===== src/rtl/mano_pkg.sv =====
// Shared constants for the Mano basic computer control path.
// Opcode D-bit positions and IR field locations.
package mano_pkg;

  localparam int OP_AND = 0;
  localparam int OP_ADD = 1;
  localparam int OP_LDA = 2;
  localparam int OP_STA = 3;
  localparam int OP_BUN = 4;
  localparam int OP_BSA = 5;
  localparam int OP_ISZ = 6;
  localparam int OP_IO  = 7;

  localparam int N_OPC = OP_IO + 1;

  localparam int IR_OPC_MSB = 14;
  localparam int IR_OPC_LSB = 12;
  localparam int IR_I_BIT   = 15;

  function automatic logic [N_OPC-1:0] opc_onehot(
    input logic [IR_OPC_MSB-IR_OPC_LSB:0] opc
  );
    logic [N_OPC-1:0] v;
    v = '0;
    v[opc] = 1'b1;
    return v;
  endfunction

endpackage


===== src/rtl/mano_seq_counter.sv =====
// Sequence counter: clear beats hold beats increment.
// Wraps from T_WIDTH-1 back to 0 with no flag.
module mano_seq_counter #(
  parameter int T_WIDTH = 8,
  localparam int SC_W = $clog2(T_WIDTH)
) (
  input  logic            clk,
  input  logic            rst,
  input  logic            clr,
  input  logic            hold,
  output logic [SC_W-1:0] sc
);

  // SC register with rst > clr > hold > increment priority
  always_ff @(posedge clk) begin
    if (rst) begin
      sc <= '0;
    end else if (clr) begin
      sc <= '0;
    end else if (!hold) begin
      if (sc == SC_W'(T_WIDTH - 1)) begin
        sc <= '0;
      end else begin
        sc <= sc + SC_W'(1);
      end
    end
  end

endmodule


===== src/rtl/mano_timing_ctrl.sv =====
// Timing/decode generator: SC, one-hot T, registered D/I, R flip-flop.
// Optional interrupt cycle enabled by defining MANO_INTR_CYCLE_EN.
module mano_timing_ctrl
  import mano_pkg::*;
#(
  parameter int T_WIDTH = 8,
  localparam int SC_W = $clog2(T_WIDTH)
) (
  input  logic               clk,
  input  logic               rst,
  input  logic [15:0]        ir,
  input  logic               sc_clr,
  input  logic               halt,
  input  logic               ien,
  input  logic               fgi,
  input  logic               fgo,
  output logic [T_WIDTH-1:0] T,
  output logic [N_OPC-1:0]   D,
  output logic               I,
  output logic [SC_W-1:0]    sc,
  output logic               r
);

  logic t2;
  logic load;
  logic cnt_clr;
  logic unused_in;

  assign t2   = T[2];
  assign load = t2 & ~halt & ~r;

`ifdef MANO_INTR_CYCLE_EN
  logic r_q;
  logic r_set;
  logic r_clr;

  assign r_set = (sc >= SC_W'(3)) & ~halt
               & ien & (fgi | fgo);
  assign r_clr = r_q & t2;
  assign cnt_clr = sc_clr | r_clr;
  assign r = r_q;
  assign unused_in = ^ir[IR_OPC_LSB-1:0];

  // R sets late in the cycle on a pending flag, clears at its own T2
  always_ff @(posedge clk) begin
    if (rst) begin
      r_q <= 1'b0;
    end else if (r_clr) begin
      r_q <= 1'b0;
    end else if (r_set) begin
      r_q <= 1'b1;
    end
  end
`else
  assign cnt_clr = sc_clr;
  assign r = 1'b0;
  assign unused_in = ^{ir[IR_OPC_LSB-1:0], ien, fgi, fgo};
`endif

  mano_seq_counter #(
    .T_WIDTH(T_WIDTH)
  ) u_sc (
    .clk (clk),
    .rst (rst),
    .clr (cnt_clr),
    .hold(halt),
    .sc  (sc)
  );

  // One-hot decode of the registered SC, no added latency
  always_comb begin
    T = '0;
    T[sc] = 1'b1;
  end

  // Opcode/indirect capture at T2 outside of halt and interrupt cycle
  always_ff @(posedge clk) begin
    if (rst) begin
      D <= '0;
      I <= 1'b0;
    end else if (load) begin
      D <= opc_onehot(ir[IR_OPC_MSB:IR_OPC_LSB]);
      I <= ir[IR_I_BIT];
    end
  end

endmodule


===== config.mk =====
export PLATFORM = sky130hd
export DESIGN_NAME = mano_timing_ctrl
export DESIGN_NICKNAME = d
export VERILOG_FILES = /design/src/rtl/mano_pkg.sv /design/src/rtl/mano_seq_counter.sv /design/src/rtl/mano_timing_ctrl.sv
export SDC_FILE = /design/constraint.sdc
export NUM_CORES = 1
export LEC_CHECK = 0
export ABC_AREA = 1
export CORE_MARGIN = 3
export CORE_UTILIZATION = 34
export CTS_CLUSTER_SIZE = 10
export DETAILED_ROUTE_END_ITERATION = 10
export PLACE_DENSITY = 0.75
export SLEW_MARGIN = 20
export SYNTH_ARGS = -nofsm -noshare
export SYNTH_HDL_FRONTEND = slang
export SYNTH_SLANG_ARGS = --single-unit
export TNS_END_PERCENT = 50

===== constraint.sdc =====
create_clock -name clk -period 1.2 [get_ports clk]
set_input_delay 0.24 -clock clk [delete_from_list [all_inputs] [get_ports clk]]
set_output_delay 0.24 -clock clk [all_outputs]
set_load 0.05 [all_outputs]

# Word level (Yosys, flattened, before mapping)
# Cells that the tools add are included.
# W data, S select, Z words.
[word_totals]
register_bits = 12
inputBits = 23
out_inout_bits = 21
wordCells = 19
[classes]
add_sub_neg = 1
magnitude_cmp = 4
eq_ne = 1
n_mux = 5
n_bitwise = 2
reduce_logical = 3
[op_table]
columns = ["cell", "n"]
rows = [
  ["$lt A3 B4 Y1 const B", 2],
  ["$demux W1 S3", 2],
  ["$ge A3 B1 Y1 const B", 2],
  ["$add A3 B1 Y3 const B", 1],
  ["$eq A3 B3 Y1 const B", 1],
  ["$mux W3", 1],
  ["$logic_and A1 B1 Y1", 2],
  ["$mux W1", 2],
  ["$reduce_or A2 Y1", 1],
  ["$and A1 B1 Y1", 1],
  ["$not A1 Y1", 1],
]

# Longest topological paths before layout
# Gate-level depths: netlist (run 1).
[logic_depth]
word_depth = 5
ltp_mapped = 7

# Hierarchy
# From an unflattened synthesis (run 1), not the netlist that was laid out.
[unflattened]
cells_unflattened = 107
area_unflattened_um2 = 680.7
[by_module_without_submodules]
columns = ["module", "instances", "cells_per_inst", "area_each_um2"]
rows = [
  ["mano_timing_ctrl", 1, 84, 519.2],
  ["mano_seq_counter", 1, 23, 161.4],
]

# Least setup slack after synthesis (run 1)
# Ideal clock, no wire load.
[synth_path]
path_type = "flip-flop to output port"
start = "register u_sc.sc[0]"
end = "output port T[7]"
arrival_ns = 2.103
t_required_ns = 0.960
setup_slack_ns = -1.143
stages_incl_launch_ff = 3
n_path_buf = 0
cell_sequence = "dfxtp_1 > inv_1 > nor3_1"
[synth_between]
elab_chain_len = 4
word_cells_on_any_way = 5
[synth_lines]
columns = ["item", "line_no", "source"]
rows = [
  ["start, declared", "mano_seq_counter.sv:11", "output logic [SC_W-1:0] sc"],
  ["start signal, assigned", "mano_seq_counter.sv:24", "sc <= sc + SC_W'(1);"],
  ["$lt A3 B4 Y1 (not written as such) / $ge A3 B1 Y1 (equally long branches)", "mano_timing_ctrl.sv:73", "T[sc] = 1'b1;"],
  ["$logic_and A1 B1 Y1 (not written as such)", "mano_timing_ctrl.sv:73", ""],
  ["$mux W1 (not written as such)", "mano_timing_ctrl.sv:73", ""],
  ["$demux W1 S3 (*)", "mano_timing_ctrl.sv:73", ""],
  ["end, declared", "mano_timing_ctrl.sv:17", "output logic [T_WIDTH-1:0] T,"],
]
# Mark *: on every way between the ends. The rest lies on a longest branch, timed or not.

# Worst setup path in the final report (run 1)
# Same ends and word-level chain as after synthesis.

==> impl_metrics.json, run 1 <==
{
  "syn_area_sq_um": 653,
  "place_inst": 159,
  "report.power.total_uw": 915,
  "crit_path_start_kind": "flip-flop",
  "hold_viol_final": 0,
  "pwr-share-comb": 0.271,
  "cp_max_fo": 3,
  "clkSlewWorstSetupHoldPaths_ns": 0.07,
  "switching_share": 0.294,
  "critPathRequiredTime_ns": 0.96,
  "fin_skew_ns": 0.00382,
  "grt_overflow": 0,
  "numCtsBuffers": 3,
  "crit_buf_inv": 3,
  "arrival_ns": 1.27,
  "cts-hold-fix-buffers": 0,
  "wl_um": 1830,
  "antenna_found_initial": 0,
  "ys_seq_area_frac": 0.368,
  "htreeDepth": 1,
  "irDropWorstVdd_mv": 0.673,
  "cts.sinks": 12,
  "crit_family": "buffers and inverters",
  "use_met3": 0.0363,
  "placementRows": 15,
  "nFillCells": 118,
  "die_h_um": 49.8,
  "grt.total_usage": 0.166,
  "layout_commonest_cell": "buf_12",
  "yosysWarnings": 0,
  "crit_top_cell": "buf_12",
  "gr-usage-met2": 0.306,
  "hpwl_um": 1370,
  "end_kind": "output port",
  "failed_checks": "setup timing",
  "use_met1": 0.171,
  "ys_ff_latch": 12,
  "nNetsFinal": 169,
  "avgSynthCellArea_sq_um": 6.60,
  "root_buffer": "clkbuf_4",
  "fin_ws_ns": -0.313,
  "timing.fmax_ghz": 0.661,
  "period_share": 1.26,
  "max_cap_violations": 0,
  "first_pass_iters": 3,
  "grt_pass1_wl_um": 3150,
  "cpPeakStageDelay_ns": 0.37,
  "gp_congestion": 0.785,
  "port-buffer-count": 27,
  "syn_inst": 99,
  "drt_iter0_markers": 11,
  "insertion_delay_ns": 0.27,
  "num_vias": 762,
  "run_status": "complete, but fails checks",
  "wl_per_cell_um": 10.9,
  "p_leak_uw": 0.000624,
  "initial_core_util": 0.370,
  "grt_busiest_layer": "met2",
  "path_cells": "clkinvlp_4 -> buf_12 -> nor3_4 -> buf_12",
  "hold_class": "flip-flop to flip-flop",
  "setup_viol": 11,
  "utilization": 0.814,
  "core_sq_mm": 0.00176,
  "layout_common_cells": "buf_12, nor2_1, nand2_1",
  "route.detailed.drc": 0,
  "drive_above_1_share": 0.434,
  "finalWorstPathRequiredPeriod_ns": 1.51,
  "switchingPower_uw": 269,
  "dpl_cell_area_sq_mm": 0.00132,
  "ant_nets": 0,
  "cp_slowest_cell": "dfxtp_4",
  "p_per_area_mw_per_mm2": 637,
  "num_antenna_cells": 0,
  "slew_violations": 0,
  "grt_pass1_vias": 734,
  "area_delta_synth_final_pct": 120,
  "fin_cells": 168,
  "grt_max_degree": 17,
  "internal-power_uw": 646,
  "final_cell_area_sq_mm": 0.00144,
  "ys_types": 18,
  "io_pins": 44,
  "die-area_sq_mm": 0.00248,
  "p_seq_frac": 0.446,
  "die_width_um": 49.8,
  "avgViaCountPerCell": 4.54,
  "synth_fp_nets": 124,
  "clkPwrFrac": 0.283,
  "rsz0062_at_grt": "true",
  "cts.path.max_buffers": 2,
  "cts_tree": "built",
  "path_class": "flip-flop to output port"
}
power by group through the flow:
stage / sequential [uW] / clock (uW) / combinational, uW
after global placement: 415 / 0 / 225
after CTS: 407 / 265 / 241
final: 408 / 259 / 248
after detailed placement: 415 / 0 / 229
after floorplan: 442 / 0 / 85.4
after global routing: 408 / 278 / 264
tightest hold or removal path, delay by kind of cell (launching register included):
kind	cells	cell delay (ns)
and+or+nand+nor	3	0.12
DFF	1	0.34
buffers and inverters	1	0.06
cells by family after synthesis:
group / count (synthesis) / share of synthesized area
DFF: 12 / 0.368
other: 1 / 0.00574
and+or+nand+nor: 60 / 0.421
adders and majority gates: 2 / 0.0383
buffers and inverters: 20 / 0.132
AOI/OAI and AO/OA: 4 / 0.0345
timing repair:
action                     in CTS  in global routing
setup endpoints to repair      14                 15
gates resized for setup         9                  2
setup buffers                   3                  2
pin swaps                       5                  4
registers in the layout, indices dropped and copies added (netlist names):
register,flops
I,1
u_sc.sc,3
D,8
cell usage after synthesis:
cell type,count,area (sq um)
buf_6,1,11.3
inv_1,16,60.1
inv_2,1,3.75
clkinv_1,1,3.75
nand3_4,1,17.5
a211oi_1,1,7.51
or2_2,1,6.26
nand3_1,3,15.0
conb_1,1,3.75
nand2_1,18,67.6
dfxtp_1,12,240
nand2_2,2,12.5
nor3_1,14,70.1
nor2_4,1,11.3
a21oi_1,3,15.0
nor2_1,20,75.1
ha_1,2,25.0
buf_4,1,7.51
path summary, 6_finish.rpt:
kind / endpoint / startpoint / cells past startpoint / slack, ns
min reg2reg: D[6] / D[6] / 4 / 0.55
max reg2reg: u_sc.sc[2] / u_sc.sc[2] / 5 / -0.05
max: T[7] / u_sc.sc[0] / 4 / -0.31
min: D[6] / D[6] / 4 / 0.55
metal layers:
layer	share of wire	wire length, um
met4	0.025	46
met1	0.39	716
met2	0.54	992
met5	0	0
met3	0.041	76
area by class of cell:
| type | count | area, sq um | share of cell area |
|---|---|---|---|
| repair buffers | 42 | 607 | 0.422 |
| multi-input cells | 67 | 445 | 0.310 |
| inverters | 18 | 75.1 | 0.0523 |
| well taps | 25 | 31.3 | 0.0218 |
| clock buffers | 4 | 26.3 | 0.0183 |
| flip-flops and latches | 12 | 251 | 0.175 |
through the flow:
step | setup slack [ns] | setup TNS [ns] | hold WS (ns)
finish | -0.313 | -2.33 | 0.548
CTS | -0.318 | -2.30 | 0.556
global placement | -0.0747 | -0.638 | 0.516
detailed placement | -0.102 | -0.890 | 0.539
floorplan | -0.311 | -2.81 | 0.327
global route | -0.379 | -3.53 | 0.582
Power figures use the tool's default switching activity.
==> run 2: changes to the inputs <==
--- a/config.mk
+++ b/config.mk
@@ -6,7 +6,6 @@
 export NUM_CORES = 1
 export LEC_CHECK = 0
 export ABC_AREA = 1
-export CORE_MARGIN = 3
 export CORE_UTILIZATION = 34
 export CTS_CLUSTER_SIZE = 10
 export DETAILED_ROUTE_END_ITERATION = 10
==> run 2 against run 1 <==
Net effect:
- the run still ends with setup timing left
- clock power up 6%
- global-route usage up 6.0 points
- power up 1.9%
- maximum frequency down 0.48%
- via count up 4.1%
- combinational power about the same
- flip-flop and latch count unchanged
- highest routed layer unchanged
==> impl_metrics.json, run 2 (same netlist as run 1, synthesis figures left out) <==
{
  "path_cells": "clkinvlp_4 -> nor3_4 -> buf_12",
  "grt.total_usage": 0.226,
  "finalWorstPathRequiredPeriod_ns": 1.52,
  "p_leak_uw": 0.000620,
  "crit_path_start_kind": "flip-flop",
  "ant_nets": 0,
  "port-buffer-count": 27,
  "top_layer": "met4",
  "num_antenna_cells": 0,
  "initial_core_util": 0.370,
  "drive_above_1_share": 0.441,
  "final_cell_area_sq_mm": 0.00145,
  "die-area_sq_mm": 0.00210,
  "die_h_um": 45.8,
  "grt_pass1_wl_um": 3330,
  "root_buffer": "clkbuf_4",
  "critPathRequiredTime_ns": 0.96,
  "placementRows": 15,
  "hold_viol_final": 0,
  "nNetsFinal": 169,
  "largestRegisters": "D x8, u_sc.sc x3, I x1",
  "hpwl_um": 1420,
  "die_width_um": 45.8,
  "gp_congestion": 0.778,
  "insertion_delay_ns": 0.28,
  "path_class": "flip-flop to output port",
  "cts.sinks": 12,
  "utilization": 0.822,
  "setup_viol": 19,
  "wl_met2_um": 1220,
  "failed_checks": "setup timing",
  "timing.fmax_ghz": 0.658,
  "grt_max_degree": 10,
  "cts-hold-fix-buffers": 0,
  "fin_skew_ns": 0.00298,
  "p_per_area_mw_per_mm2": 643,
  "run_status": "complete, but fails checks",
  "layout_commonest_cell": "buf_12",
  "wl_um": 2100,
  "clkSlewWorstSetupHoldPaths_ns": 0.08,
  "drt_iter0_markers": 15,
  "route.detailed.drc": 0,
  "fin_ws_ns": -0.320,
  "grt_overflow": 0,
  "irDropWorstVdd_mv": 0.670,
  "antenna_found_initial": 0,
  "cp_max_fo": 5,
  "end_kind": "output port",
  "htreeDepth": 1,
  "slew_violations": 0,
  "largest_reg_flops": 8,
  "wl_met3_um": 79,
  "grt_pass1_vias": 774,
  "rsz0062_at_grt": "true",
  "avgViaCountPerCell": 4.72,
  "cts.path.max_buffers": 2,
  "regMostFlops": "D",
  "period_share": 1.27,
  "area_delta_synth_final_pct": 122,
  "num_vias": 793,
  "core_sq_mm": 0.00176,
  "max_cap_violations": 0,
  "hold_class": "flip-flop to flip-flop",
  "wl_per_cell_um": 12.5,
  "cts_tree": "built",
  "dpl_cell_area_sq_mm": 0.00129,
  "cp_slowest_cell": "dfxtp_4",
  "met1_length_um": 746,
  "layout_common_cells": "buf_12, nor2_1, nand2_1",
  "cpPeakStageDelay_ns": 0.38,
  "first_pass_iters": 4,
  "io_pins": 44,
  "numCtsBuffers": 3,
  "arrival_ns": 1.28
}
run 2: cell count changes in the layout (fill, tap and decap cells not counted), sizes merged:
| cell | before | now |
|---|---|---|
| buf | 35 | 34 |
| nand3 | 4 | 5 |
run 2: metal layers:
layer	track usage	vias up
li1	-	396
met1	0.227	362
met2	0.457	28
met3	0.0159	7
met4	0.106	0
met5	0	-
run 2: final timing paths:
path	cells past startpoint	from	slack, ns	endpoint
max	3	u_sc.sc[0]	-0.32	T[7]
min	4	D[3]	0.56	D[3]
max reg2reg	7	u_sc.sc[0]	-0.10	D[4]
min reg2reg	4	D[3]	0.56	D[3]
run 2: what timing repair did:
action | 4_1_cts | 5_1_grt
gates cloned | 1 | 0
setup buffers | 4 | 1
resized for setup | 7 | 7
pin swaps | 6 | 6
setup endpoints to repair | 20 | 23
run 2: area by class of cell:
cell class              instances  area, sq um
clock buffers                   4         26.3
fillers                       118          314
inverters                      18         75.1
multi-input cells              68          463
flip-flops and latches         12          251
well taps                      25         31.3
repair buffers                 41          603
run 2: through the flow:
stage	setup TNS (ns)	power [uW]	worst slack [ns]	hold slack (ns)	instances
finish	-2.98	932	-0.320	0.557	168
global route	-4.01	962	-0.370	0.602	168
CTS	-2.40	922	-0.329	0.560	167
detailed placement	-1.11	639	-0.116	0.492	158
global placement	-0.916	633	-0.109	0.481	158
floorplan	-2.81	527	-0.311	0.327	99
run 2: critical path: cells and delay by family (launching register included):
kind	cells	cell delay, ns
buffers and inverters	2	0.36
flip-flops	1	0.38
AND/OR/NAND/NOR	1	0.26
run 2: where the power goes:
| group | internal, uW | switching, uW |
|---|---|---|
| combinational | 114 | 137 |
| sequential | 399 | 7.63 |
| clock | 129 | 144 |
| total | 643 | 289 |
==> run 3: changes to the inputs <==
--- a/config.mk
+++ b/config.mk
@@ -6,6 +6,7 @@
 export NUM_CORES = 1
 export LEC_CHECK = 0
 export ABC_AREA = 1
+export CAP_MARGIN = 0
 export CORE_UTILIZATION = 34
 export CTS_CLUSTER_SIZE = 10
 export DETAILED_ROUTE_END_ITERATION = 10
==> results of run 3 <==
The final DEF is identical to that of run 2; final timing and power are the same.
